**src/rtl/alarm_ring_ctrl.sv**
```systemverilog
// Alarm ring controller: alarm-time editing, match-edge triggered ring with beeping buzzer.
// Optional snooze support is enabled by defining the macro ALM_SNOOZE_EN.
module alarm_ring_ctrl #(
    parameter int RING_CYCLES = 600,
    parameter int BEEP_HALF   = 5,
    parameter int SNOOZE_MIN  = 5
) (
    input  logic       CLK,
    input  logic       RST,
    input  logic       ALM_HOUR,
    input  logic       ALM_MIN,
    input  logic       ALM_ONOFF,
    input  logic       SW_INC,
    input  logic       SW_STOP,
    input  logic [4:0] CUR_HOUR,
    input  logic [5:0] CUR_MIN,
    input  logic [5:0] CUR_SEC,
    output logic [4:0] ALM_H_OUT,
    output logic [5:0] ALM_M_OUT,
    output logic       BUZZ,
    output logic       RINGING
);

`ifdef ALM_SNOOZE_EN
    typedef enum logic [1:0] {IDLE, ARMED, RING, SNOOZE} state_t;
`else
    typedef enum logic [1:0] {IDLE, ARMED, RING} state_t;
`endif

    localparam int RC_W = $clog2(RING_CYCLES + 1);
    localparam int BH_W = $clog2(BEEP_HALF + 1);
    localparam logic [RC_W-1:0] RING_LAST = RC_W'(RING_CYCLES - 1);
    localparam logic [BH_W-1:0] BEEP_LAST = BH_W'(BEEP_HALF - 1);

    state_t            state_q, state_d;
    logic [4:0]        alm_h_q, alm_h_d;
    logic [5:0]        alm_m_q, alm_m_d;
    logic              inc_prev_q, inc_prev_d;
    logic              stop_prev_q, stop_prev_d;
    logic              alm_match_q, alm_match_d;
    logic              alm_match_prev_q, alm_match_prev_d;
    logic [RC_W-1:0]   ring_cnt_q, ring_cnt_d;
    logic [BH_W-1:0]   beep_cnt_q, beep_cnt_d;
    logic              buzz_q, buzz_d;
    logic              ringing_q, ringing_d;

    logic inc_edge, stop_edge, alm_trig, enter_ring;

`ifdef ALM_SNOOZE_EN
    logic       snz_match_q, snz_match_d;
    logic       snz_match_prev_q, snz_match_prev_d;
    logic       snz_trig;
    logic [4:0] snz_h;
    logic [5:0] snz_m;
    logic [6:0] snz_m_sum;

    // Snooze target is the alarm time pushed forward, with minute carry into the hour.
    always_comb begin
        snz_m_sum = {1'b0, alm_m_q} + 7'(SNOOZE_MIN);
        snz_h     = alm_h_q;
        snz_m     = snz_m_sum[5:0];
        if (snz_m_sum >= 7'd60) begin
            snz_m = 6'(snz_m_sum - 7'd60);
            snz_h = (alm_h_q == 5'd23) ? 5'd0 : alm_h_q + 5'd1;
        end
        snz_match_d      = (CUR_HOUR == snz_h) && (CUR_MIN == snz_m) && (CUR_SEC == 6'd0);
        snz_match_prev_d = snz_match_q;
        snz_trig         = snz_match_q & ~snz_match_prev_q;
    end
`endif

    always_comb begin
        inc_prev_d       = SW_INC;
        stop_prev_d      = SW_STOP;
        inc_edge         = SW_INC & ~inc_prev_q;
        stop_edge        = SW_STOP & ~stop_prev_q;

        alm_h_d = alm_h_q;
        alm_m_d = alm_m_q;
        if (inc_edge) begin
            if (ALM_HOUR) begin
                alm_h_d = (alm_h_q == 5'd23) ? 5'd0 : alm_h_q + 5'd1;
            end else if (ALM_MIN) begin
                alm_m_d = (alm_m_q == 6'd59) ? 6'd0 : alm_m_q + 6'd1;
            end
        end

        // Only the rising edge of the registered match triggers, so a held match is ignored.
        alm_match_d      = (CUR_HOUR == alm_h_q) && (CUR_MIN == alm_m_q) && (CUR_SEC == 6'd0);
        alm_match_prev_d = alm_match_q;
        alm_trig         = alm_match_q & ~alm_match_prev_q;

        state_d    = state_q;
        ring_cnt_d = ring_cnt_q;
        beep_cnt_d = beep_cnt_q;
        buzz_d     = 1'b0;
        enter_ring = 1'b0;

        if (!ALM_ONOFF) begin
            state_d = IDLE;
        end else begin
            case (state_q)
                IDLE:  state_d = ARMED;
                ARMED: enter_ring = alm_trig;
                RING: begin
                    if (stop_edge) begin
`ifdef ALM_SNOOZE_EN
                        state_d = SNOOZE;
`else
                        state_d = ARMED;
`endif
                    end else if (ring_cnt_q == RING_LAST) begin
                        state_d = ARMED;
                    end else begin
                        ring_cnt_d = ring_cnt_q + RC_W'(1);
                        if (beep_cnt_q == BEEP_LAST) begin
                            beep_cnt_d = '0;
                            buzz_d     = ~buzz_q;
                        end else begin
                            beep_cnt_d = beep_cnt_q + BH_W'(1);
                            buzz_d     = buzz_q;
                        end
                    end
                end
`ifdef ALM_SNOOZE_EN
                SNOOZE: begin
                    if (stop_edge) begin
                        state_d = ARMED;
                    end else begin
                        enter_ring = snz_trig;
                    end
                end
`endif
                default: state_d = IDLE;
            endcase
        end

        if (enter_ring) begin
            state_d    = RING;
            ring_cnt_d = '0;
            beep_cnt_d = '0;
            buzz_d     = 1'b1;
        end

        ringing_d = (state_d == RING);
    end

    always_ff @(posedge CLK) begin
        if (!RST) begin
            state_q          <= IDLE;
            alm_h_q          <= '0;
            alm_m_q          <= '0;
            inc_prev_q       <= 1'b0;
            stop_prev_q      <= 1'b0;
            alm_match_q      <= 1'b0;
            alm_match_prev_q <= 1'b0;
            ring_cnt_q       <= '0;
            beep_cnt_q       <= '0;
            buzz_q           <= 1'b0;
            ringing_q        <= 1'b0;
`ifdef ALM_SNOOZE_EN
            snz_match_q      <= 1'b0;
            snz_match_prev_q <= 1'b0;
`endif
        end else begin
            state_q          <= state_d;
            alm_h_q          <= alm_h_d;
            alm_m_q          <= alm_m_d;
            inc_prev_q       <= inc_prev_d;
            stop_prev_q      <= stop_prev_d;
            alm_match_q      <= alm_match_d;
            alm_match_prev_q <= alm_match_prev_d;
            ring_cnt_q       <= ring_cnt_d;
            beep_cnt_q       <= beep_cnt_d;
            buzz_q           <= buzz_d;
            ringing_q        <= ringing_d;
`ifdef ALM_SNOOZE_EN
            snz_match_q      <= snz_match_d;
            snz_match_prev_q <= snz_match_prev_d;
`endif
        end
    end

    assign ALM_H_OUT = alm_h_q;
    assign ALM_M_OUT = alm_m_q;
    assign BUZZ      = buzz_q;
    assign RINGING   = ringing_q;

endmodule

```
**config.mk**
```make
export PLATFORM = sky130hd
export DESIGN_NAME = alarm_ring_ctrl
export DESIGN_NICKNAME = d
export VERILOG_FILES = /design/src/rtl/alarm_ring_ctrl.sv
export SDC_FILE = /design/constraint.sdc
export NUM_CORES = 1
export LEC_CHECK = 0
export CORE_MARGIN = 2
export CORE_UTILIZATION = 49
export CTS_CLUSTER_DIAMETER = 200
export DETAILED_ROUTE_END_ITERATION = 6
export PLACE_DENSITY = 0.87
export SETUP_SLACK_MARGIN = 0.02
export SYNTH_ARGS = -nofsm -noshare
export SYNTH_HDL_FRONTEND = slang
export SYNTH_SLANG_ARGS = --single-unit
```
**constraint.sdc**
```tcl
create_clock -name CLK -period 2.3 [get_ports CLK]
set_input_delay 0.575 -clock CLK [delete_from_list [all_inputs] [get_ports CLK]]
set_output_delay 0.575 -clock CLK [all_outputs]
set_load 0.005 [all_outputs]
```
==> After elaboration in Yosys (flattened, before gate mapping) <==
Index checks and enable logic that the tools add are counted.
{ "word_totals": {"regBits": 32, "input_bits": 24, "output_inout_bits": 13, "wordCells": 60} }
{ "op_classes": {"add_sub_neg": 4, "eq_ne": 10, "mux": 16, "n_bitwise": 11, "n_reduce_logical": 8} }
{ "op_table": {"columns": ["op", "count"], "rows": [
  ["$add A10 B1 Y10 const B", 1],
  ["$eq A10 B10 Y1 const B", 1],
  ["$mux W1", 8],
  ["$mux W2", 4],
  ["$not A1 Y1", 8],
  ["$add A6 B1 Y6 const B", 1],
  ["$eq A6 B6 Y1", 1],
  ["$eq A6 B6 Y1 const B", 1],
  ["$logic_not A6 Y1", 1],
  ["$mux W6", 1],
  ["$ne A6 B6 Y1 const B", 1],
  ["$pmux W2 S3", 1],
  ["$add A5 B1 Y5 const B", 1],
  ["$eq A5 B5 Y1", 1],
  ["$eq A5 B5 Y1 const B", 1],
  ["$mux W5", 1],
  ["$eq A2 B2 Y1 const B", 2],
  ["$reduce_and A4 Y1", 1],
  ["$add A3 B1 Y3 const B", 1],
  ["$and A1 B1 Y1", 3],
  ["$eq A3 B3 Y1 const B", 1],
  ["$mux W3", 1],
  ["$reduce_and A3 Y1", 1],
  ["$eq A2 B1 Y1 const B", 1],
  ["other kinds (4)", 5]
]} }

==> Depth between registers and ports, before layout <==
Gate-level depths: netlist (run 1).
{ "logic_depth": {"word_depth": 7, "depth_mapped": 6, "depth_no_buf": 6} }

==> Worst setup path after synthesis (run 1) <==
Ideal clock, no wire load.
{ "synth_timing": {"path_kind": "input to register", "startpoint": "input port SW_STOP", "endpoint": "register ring_cnt_q[5]", "setup_time_ps": 70, "arrival_time_ps": 1797, "t_required_ps": 2230, "path_slack_ps": 433, "path_stages": 5, "n_path_buf": 1, "path_cell_list": "nor2b_2 -> or3_4 -> buf_6 -> or4_1 -> a21oi_1"} }
{ "synth_via": {"elab_chain_cells": 3} }
{ "synth_rtl": {"columns": ["element", "line", "rtl"], "rows": [
  ["start, declared", "14", "input logic SW_STOP,"],
  ["$and A1 B1 Y1", "76", "stop_edge = SW_STOP & ~stop_prev_q;"],
  ["$not A1 Y1 (no source line)", null, null],
  ["$reduce_and A4 Y1 (no source line)", null, null],
  ["end signal, assigned", "173", "ring_cnt_q <= ring_cnt_d;"],
  ["end, declared", "42", "logic [RC_W-1:0] ring_cnt_q, ring_cnt_d;"]
]} }
No other way between the ends.
A chain may end at the register's enable or synchronous reset.

==> Worst setup path after layout (run 1) <==
{ "layout_timing": {"startpoint": "input port ALM_ONOFF", "endpoint": "register ring_cnt_q[3]"} }
{ "layout_via": {"elab_chain_cells": 2, "elab_cells_between_ends": 3, "classes_between": "1 x mux; 2 x reduce/logical"} }
{ "layout_rtl": {"columns": ["element", "line", "rtl"], "rows": [
  ["start, declared", "12", "input logic ALM_ONOFF,"],
  ["$mux W1", "99", "if (!ALM_ONOFF) begin"],
  ["$reduce_or A2 Y1 (no source line)", null, null]
]} }
Several ways; a longest one is shown, not always the timed one.

==> results of run 1 <==
-- final cells by class --
type,instances,area [um^2]
fillers,262,942
multi-input cells,135,896
flip-flops and latches,32,641
repair buffers,47,443
well taps,44,55.1
clock buffers,6,51.3
inverters,4,15.0
clock inverters,2,10.0
-- worst reg2reg max path: cells and delay by family (launching register included) --
kind	cells	cell delay (ns)
muxes	1	0.18
and+or+nand+nor	3	0.90
buffers and inverters	1	0.20
DFF	1	0.35
-- layer usage --
layer	up-vias	share of wire [%]	global-route usage, %
met2	57	48	36.1
li1	733	-	-
met4	0	1.9	12.7
met1	687	44	25.1
met5	-	0	0
met3	7	6.6	6.82
-- registers in the layout, indices dropped and copies added (netlist names) --
register and flops:
stop_prev_q 1, alm_match_prev_q 1, ALM_M_OUT 6, ALM_H_OUT 5, inc_prev_q 1, BUZZ 1, beep_cnt_q 3, alm_match_prev_d 1
RINGING 1, ring_cnt_q 10, state_q 2
-- final timing paths --
kind                                               endpoint                   startpoint  cells after the start  slack [ns]
worst max-delay path             ring_cnt_q[3]$_SDFFE_PP0P_                    ALM_ONOFF                      5        0.33
worst min-delay path            alm_match_prev_q$_SDFF_PN0_  alm_match_prev_d$_SDFF_PN0_                      1        0.47
worst max register to register   beep_cnt_q[1]$_SDFFE_PP0P_   ring_cnt_q[3]$_SDFFE_PP0P_                      5        0.61
worst min register to register  alm_match_prev_q$_SDFF_PN0_  alm_match_prev_d$_SDFF_PN0_                      1        0.47
-- cell families (layout without fill, tap and decap cells) --
group / after synthesis / in the layout / synth area share [%]
flops: 32 / 32 / 40.6
mux: 4 / 4 / 2.54
simple gates: 79 / 79 / 28.2
xor+xnor: 21 / 21 / 11.6
compound gates: 26 / 26 / 10.4
buf+inv: 9 / 59 / 2.69
fa+ha+maj: 5 / 5 / 3.96
-- metrics by stage --
stage / setup TNS, ns / std cells / util (%) / hold WS (ns)
2_1_floorplan: 0 / 176 / - / 0.421
3_3_place_gp: 0 / 262 / 67.1 / 0.442
3_5_place_dp: -0.0167 / 262 / 67.1 / 0.443
4_1_cts: 0 / 270 / 69.1 / 0.473
5_1_grt: 0 / 270 / 69.1 / 0.482
6_report: 0 / 270 / 69.1 / 0.473
-- cell usage in the layout, fill, tap and decap left out, drive strengths merged, types with 2 or more instances in the layout --
cell type,n
nor3,4
or3,3
clkdlybuf4s50,36
nand3b,3
clkinv,2
ha,5
nor2b,2
dfxtp,32
or4,2
buf,11
clkbuf,6
xor2,8
nand3,7
mux2i,4
and2,3
o311ai,2
nand4,6
inv,4
nor4,7
o31ai,3
a21oi,10
nand2,15
xnor2,13
nand4b,2
or4b,2
nor2,17
o21ai,4
-- power by group --
part           switching (mW)  internal (mW)  total (mW)
Clock                   0.197          0.145       0.343
Combinational          0.0368         0.0642       0.101
Sequential            0.00712          0.559       0.566
==> flow_metrics.tcl, run 1 <==
set metrics [dict create \
    route.detailed.drc 0 \
    num_rows 20 \
    track_usage_pct 22.0 \
    layout_min_cycle_time_ns 1.97 \
    yosys.area.top_type_share_pct 40.6 \
    grt_pass1_vias 1392 \
    cts_tree "yes" \
    synth.avg_cell_area_um2 8.97 \
    htree_levels 2 \
    nets 254 \
    startpoint_type "input pin" \
    viasPerCell 5.50 \
    core_mm2 0.00305 \
    vdd_drop_max_uv 301 \
    synth_cells 176 \
    vias 1484 \
    cts.sinks 32 \
    period_share_pct 85.6 \
    dpl_cell_area_mm2 0.00205 \
    syn_to_final_growth_pct 33.7 \
    p_leak_nw 0.764 \
    port_buffers 36 \
    async_reset_ff_share_pct 0 \
    fin_ws_ns 0.332 \
    synth_edf_count 0 \
    die-area_mm2 0.00369 \
    cpLargestDelayFamily "simple AND/OR/NAND/NOR gates" \
    crit_fanout 11 \
    end_kind "flop" \
    grt_first_pass_wirelength_mm 5.90 \
    antenna_found_initial 0 \
    tightest_slew_ns 0.355 \
    antenna_cells 0 \
    grt_max_degree 12 \
    wl_mm 3.50 \
    pin_count 37 \
    netlist_top_cells_count "dfxtp_1 (32), nor2_1 (17), nand2_1 (14)" \
    path_buf_inv 1 \
    die_h_um 60.8 \
    path_cells "clkdlybuf4s50_1, nand2_1, or3_4, or4_1, a21oi_1" \
    ys_warn_count 0 \
    syn_nets 205 \
    cts_setup_buffers 0 \
    clock-root-buffer "clkbuf_4" \
    clk_pin_slew_ns 0.10 \
    dp_hpwl_mm 2.59 \
    drive_gt1_share_pct 10.6 \
    numCtsBuffers 5 \
    synth_most_common_cell "dfxtp_1" \
    postCtsHoldBufs 0 \
    cpPeakStageDelay_ns 0.51 \
    slew_viol_final 0 \
    relSlewSlack_pct 76.1 \
    maxCapViolCount 0 \
    setup_viol 0 \
    outcome "finished, final reports clean" \
    total_power_mw 1.01 \
    syn_area_mm2 0.00158 \
    die_w_um 60.8 \
    hold_viol_final 0 \
    worstSetupPathType "in2reg" \
    first_iter_violations 129 \
    critPathRequiredTime_ns 2.58 \
    seq_area_frac_synth_pct 40.6 \
    detail-route-antenna-nets 0 \
    rsz0062_at_grt "false" \
    synthTopCellsByArea "dfxtp_1 (41%), xnor2_1 (7.2%), xor2_1 (4.4%)" \
    clk_latency_ns 0.34 \
    ys_types 42 \
    start_util_pct 51.7 \
    cts_resized 0 \
    min_path_type "reg2reg" \
    grt_overflow_total 0 \
    cp_slowest_cell "or4_1" \
    final.setup_skew_ns 0.00464 \
    yosysTopAreaCell "dfxtp_1" \
    ys_ff_latch 32 \
    ys.flop_type "dfxtp_1" \
    design_area_mm2 0.00211 \
    gp_congestion 0.883 \
    p_per_area_mw_per_mm2 478 \
    wl_per_cell_um 13.0 \
    max_freq_mhz 508 \
    dr.pass1.iters 5 \
    crit_arrival_ns 2.24 \
    cts_buffer_depth 2 \
    place_ws_ns -0.0167 \
]
(Power assumes the default switching activity.)
==> run 2: changes to the inputs <==
--- a/config.mk
+++ b/config.mk
@@ -5,11 +5,11 @@
 export SDC_FILE = /design/constraint.sdc
 export NUM_CORES = 1
 export LEC_CHECK = 0
+export ABC_AREA = 1
 export CORE_MARGIN = 2
-export CORE_UTILIZATION = 49
-export CTS_CLUSTER_DIAMETER = 200
+export CORE_UTILIZATION = 51
 export DETAILED_ROUTE_END_ITERATION = 6
-export PLACE_DENSITY = 0.87
+export PLACE_DENSITY = 0.81
 export SETUP_SLACK_MARGIN = 0.02
 export SYNTH_ARGS = -nofsm -noshare
 export SYNTH_HDL_FRONTEND = slang
==> flow_metrics.tcl, run 2 <==
set metrics [dict create \
    grt_first_pass_wirelength_mm 6.45 \
    worstSetupPathType "reg2out" \
    p_seq_share_pct 51.5 \
    setup_viol 0 \
    async_reset_ff_share_pct 0 \
    cts.sinks 32 \
    netlist_top_cells_count "nand2_1 (55), inv_1 (34), dfxtp_1 (32)" \
    maxCapViolCount 0 \
    path_cells "clkdlybuf4s50_1" \
    relSlewSlack_pct 76.2 \
    dr.pass1.iters 4 \
    seq_area_frac_synth_pct 35.3 \
    fin_util_pct 67.7 \
    cpLargestDelayFamily "buffers and inverters" \
    final.setup_skew_ns 0.00918 \
    final_common_cell "nand2_1" \
    wl_mm 3.71 \
    synth_compound_area_share_pct 11.4 \
    regMostFlops "ring_cnt_q" \
    switching_power_mw 0.253 \
    core_mm2 0.00339 \
    period_share_pct 85.5 \
    postCtsHoldBufs 0 \
    antenna_cells 0 \
    synth_cells 248 \
    ys.flop_type "dfxtp_1" \
    cts_tree "yes" \
    max_freq_mhz 509 \
    ys_warn_count 0 \
    start_util_pct 53.5 \
    synthTopCellsByArea "dfxtp_1 (35%), nand2_1 (11%), inv_1 (7.0%)" \
    clk_pin_slew_ns 0.10 \
    rsz0062_at_grt "false" \
    critPathRequiredTime_ns 1.73 \
    path_buf_inv 1 \
    largest_reg_flops 10 \
    p_comb_share_pct 9.7 \
    startpoint_type "flop" \
    p_leak_nw 0.892 \
    hold_slack_ns 0.458 \
    outcome "finished, final reports clean" \
    synth_most_common_cell "nand2_1" \
    detail-route-antenna-nets 0 \
    layout_min_cycle_time_ns 1.97 \
    cts_setup_buffers 0 \
    slew_viol_final 0 \
    die_w_um 63.6 \
    clk_latency_ns 0.35 \
    tns_ns 0 \
    htree_levels 2 \
    fin_cells 337 \
    gp_congestion 0.817 \
    first_iter_violations 77 \
    drive_gt1_share_pct 14.1 \
    dp_hpwl_mm 2.82 \
    yosys.area.top_type_share_pct 35.3 \
    cp_slowest_cell "clkdlybuf4s50_1" \
    synth_mux_area_share_pct 0 \
    pin_count 37 \
    port_buffers 36 \
    synth.avg_cell_area_um2 7.32 \
    placed_cells 329 \
    die_h_um 63.6 \
    ys_ff_latch 32 \
    numCtsBuffers 5 \
    antenna_found_initial 0 \
    tightest_slew_ns 0.357 \
    cts_resized 0 \
    intPower_mw 0.850 \
    num_rows 21 \
    hold_viol_final 0 \
    vdd_drop_max_uv 290 \
    cpPeakStageDelay_ns 0.56 \
    grt_pass1_vias 1554 \
    viasPerCell 4.88 \
    crit_fanout 7 \
    synth_top_family_by_area "simple AND/OR/NAND/NOR gates" \
    switching_share_pct 23.0 \
    clock-root-buffer "clkbuf_4" \
    syn_nets 277 \
    clkPwrFrac_pct 38.8 \
    vias 1644 \
    track_usage_pct 20.2 \
    die-area_mm2 0.00405 \
    ys_types 30 \
    grt_max_degree 16 \
    wl_per_cell_um 11.0 \
    nets 319 \
    end_kind "output port" \
    min_path_type "reg2reg" \
    final_cell_mix "nand2_1 (55), clkdlybuf4s50_1 (36), inv_1 (34)" \
    crit_arrival_ns 1.39 \
    grt_overflow_total 0 \
    synth-xor-area-share_pct 6.76 \
    synth_edf_count 0 \
    p_per_area_mw_per_mm2 481 \
    syn_to_final_growth_pct 26.6 \
    syn_area_mm2 0.00181 \
    yosys.area_share.simple_pct 33.9 \
    yosysTopAreaCell "dfxtp_1" \
    synthAdderAreaFrac_pct 3.45 \
    cts_buffer_depth 2 \
    route.detailed.drc 0 \
]
## run 2: cell count changes after synthesis, sizes merged, moves of 5 or more
cell | before | now
nand2 | 15 | 66
inv | 4 | 35
nor2 | 17 | 30
nor4 | 7 | 1
a21oi | 10 | 20
nand3 | 7 | 12
xnor2 | 13 | 6
## run 2: per-layer routing
metal / global-route usage, % / part of all wire [%]
met1: 23.0 / 47
met2: 34.2 / 46
met3: 4.82 / 4.4
met4: 11.7 / 2.3
met5: 0 / 0
## run 2: kinds of logic (layout without fill, tap and decap cells)
family,Yosys count,after routing
AOI/OAI and AO/OA,31,31
xor gates and xnor gates,14,14
adders and majority gates,5,5
buffers and inverters,39,82
DFF,32,32
and+or+nand+nor,127,127
## run 2: final timing paths
kind	from	cells after the start	slack, ns	endpoint
max	ALM_M_OUT[3]$_SDFFE_PN0P_	1	0.33	ALM_M_OUT[3]
min	alm_match_prev_d$_SDFF_PN0_	2	0.46	alm_match_prev_q$_SDFF_PN0_
max reg2reg	ring_cnt_q[0]$_SDFFE_PP0P_	8	0.71	ring_cnt_q[0]$_SDFFE_PP0P_
min reg2reg	alm_match_prev_d$_SDFF_PN0_	2	0.46	alm_match_prev_q$_SDFF_PN0_
## run 2: through the flow
stage,worst slack [ns],instance area [um^2],power [mW]
2_1_floorplan,0.846,1810,0.624
3_3_place_gp,0.268,2220,0.686
3_5_place_dp,0.216,2220,0.687
4_1_cts,0.320,2300,1.11
5_1_grt,0.286,2300,1.14
6_report,0.334,2300,1.10
## run 2: area by class of cell
cell class / count / area (um^2)
multi-input combinational: 177 / 1010
fill: 298 / 1090
timing repair buffer: 39 / 383
inverter: 35 / 131
sequential: 32 / 641
tap: 46 / 57.6
clock inverter: 2 / 35.0
clock buffer: 6 / 41.3
## run 2: power by group through the flow
stage / Combinational, mW / Sequential, mW / Clock, mW
final: 0.107 / 0.568 / 0.428
after CTS: 0.107 / 0.568 / 0.435
after global routing: 0.117 / 0.570 / 0.458
after global placement: 0.105 / 0.581 / 0
after floorplan: 0.0438 / 0.580 / 0
after detailed placement: 0.107 / 0.581 / 0
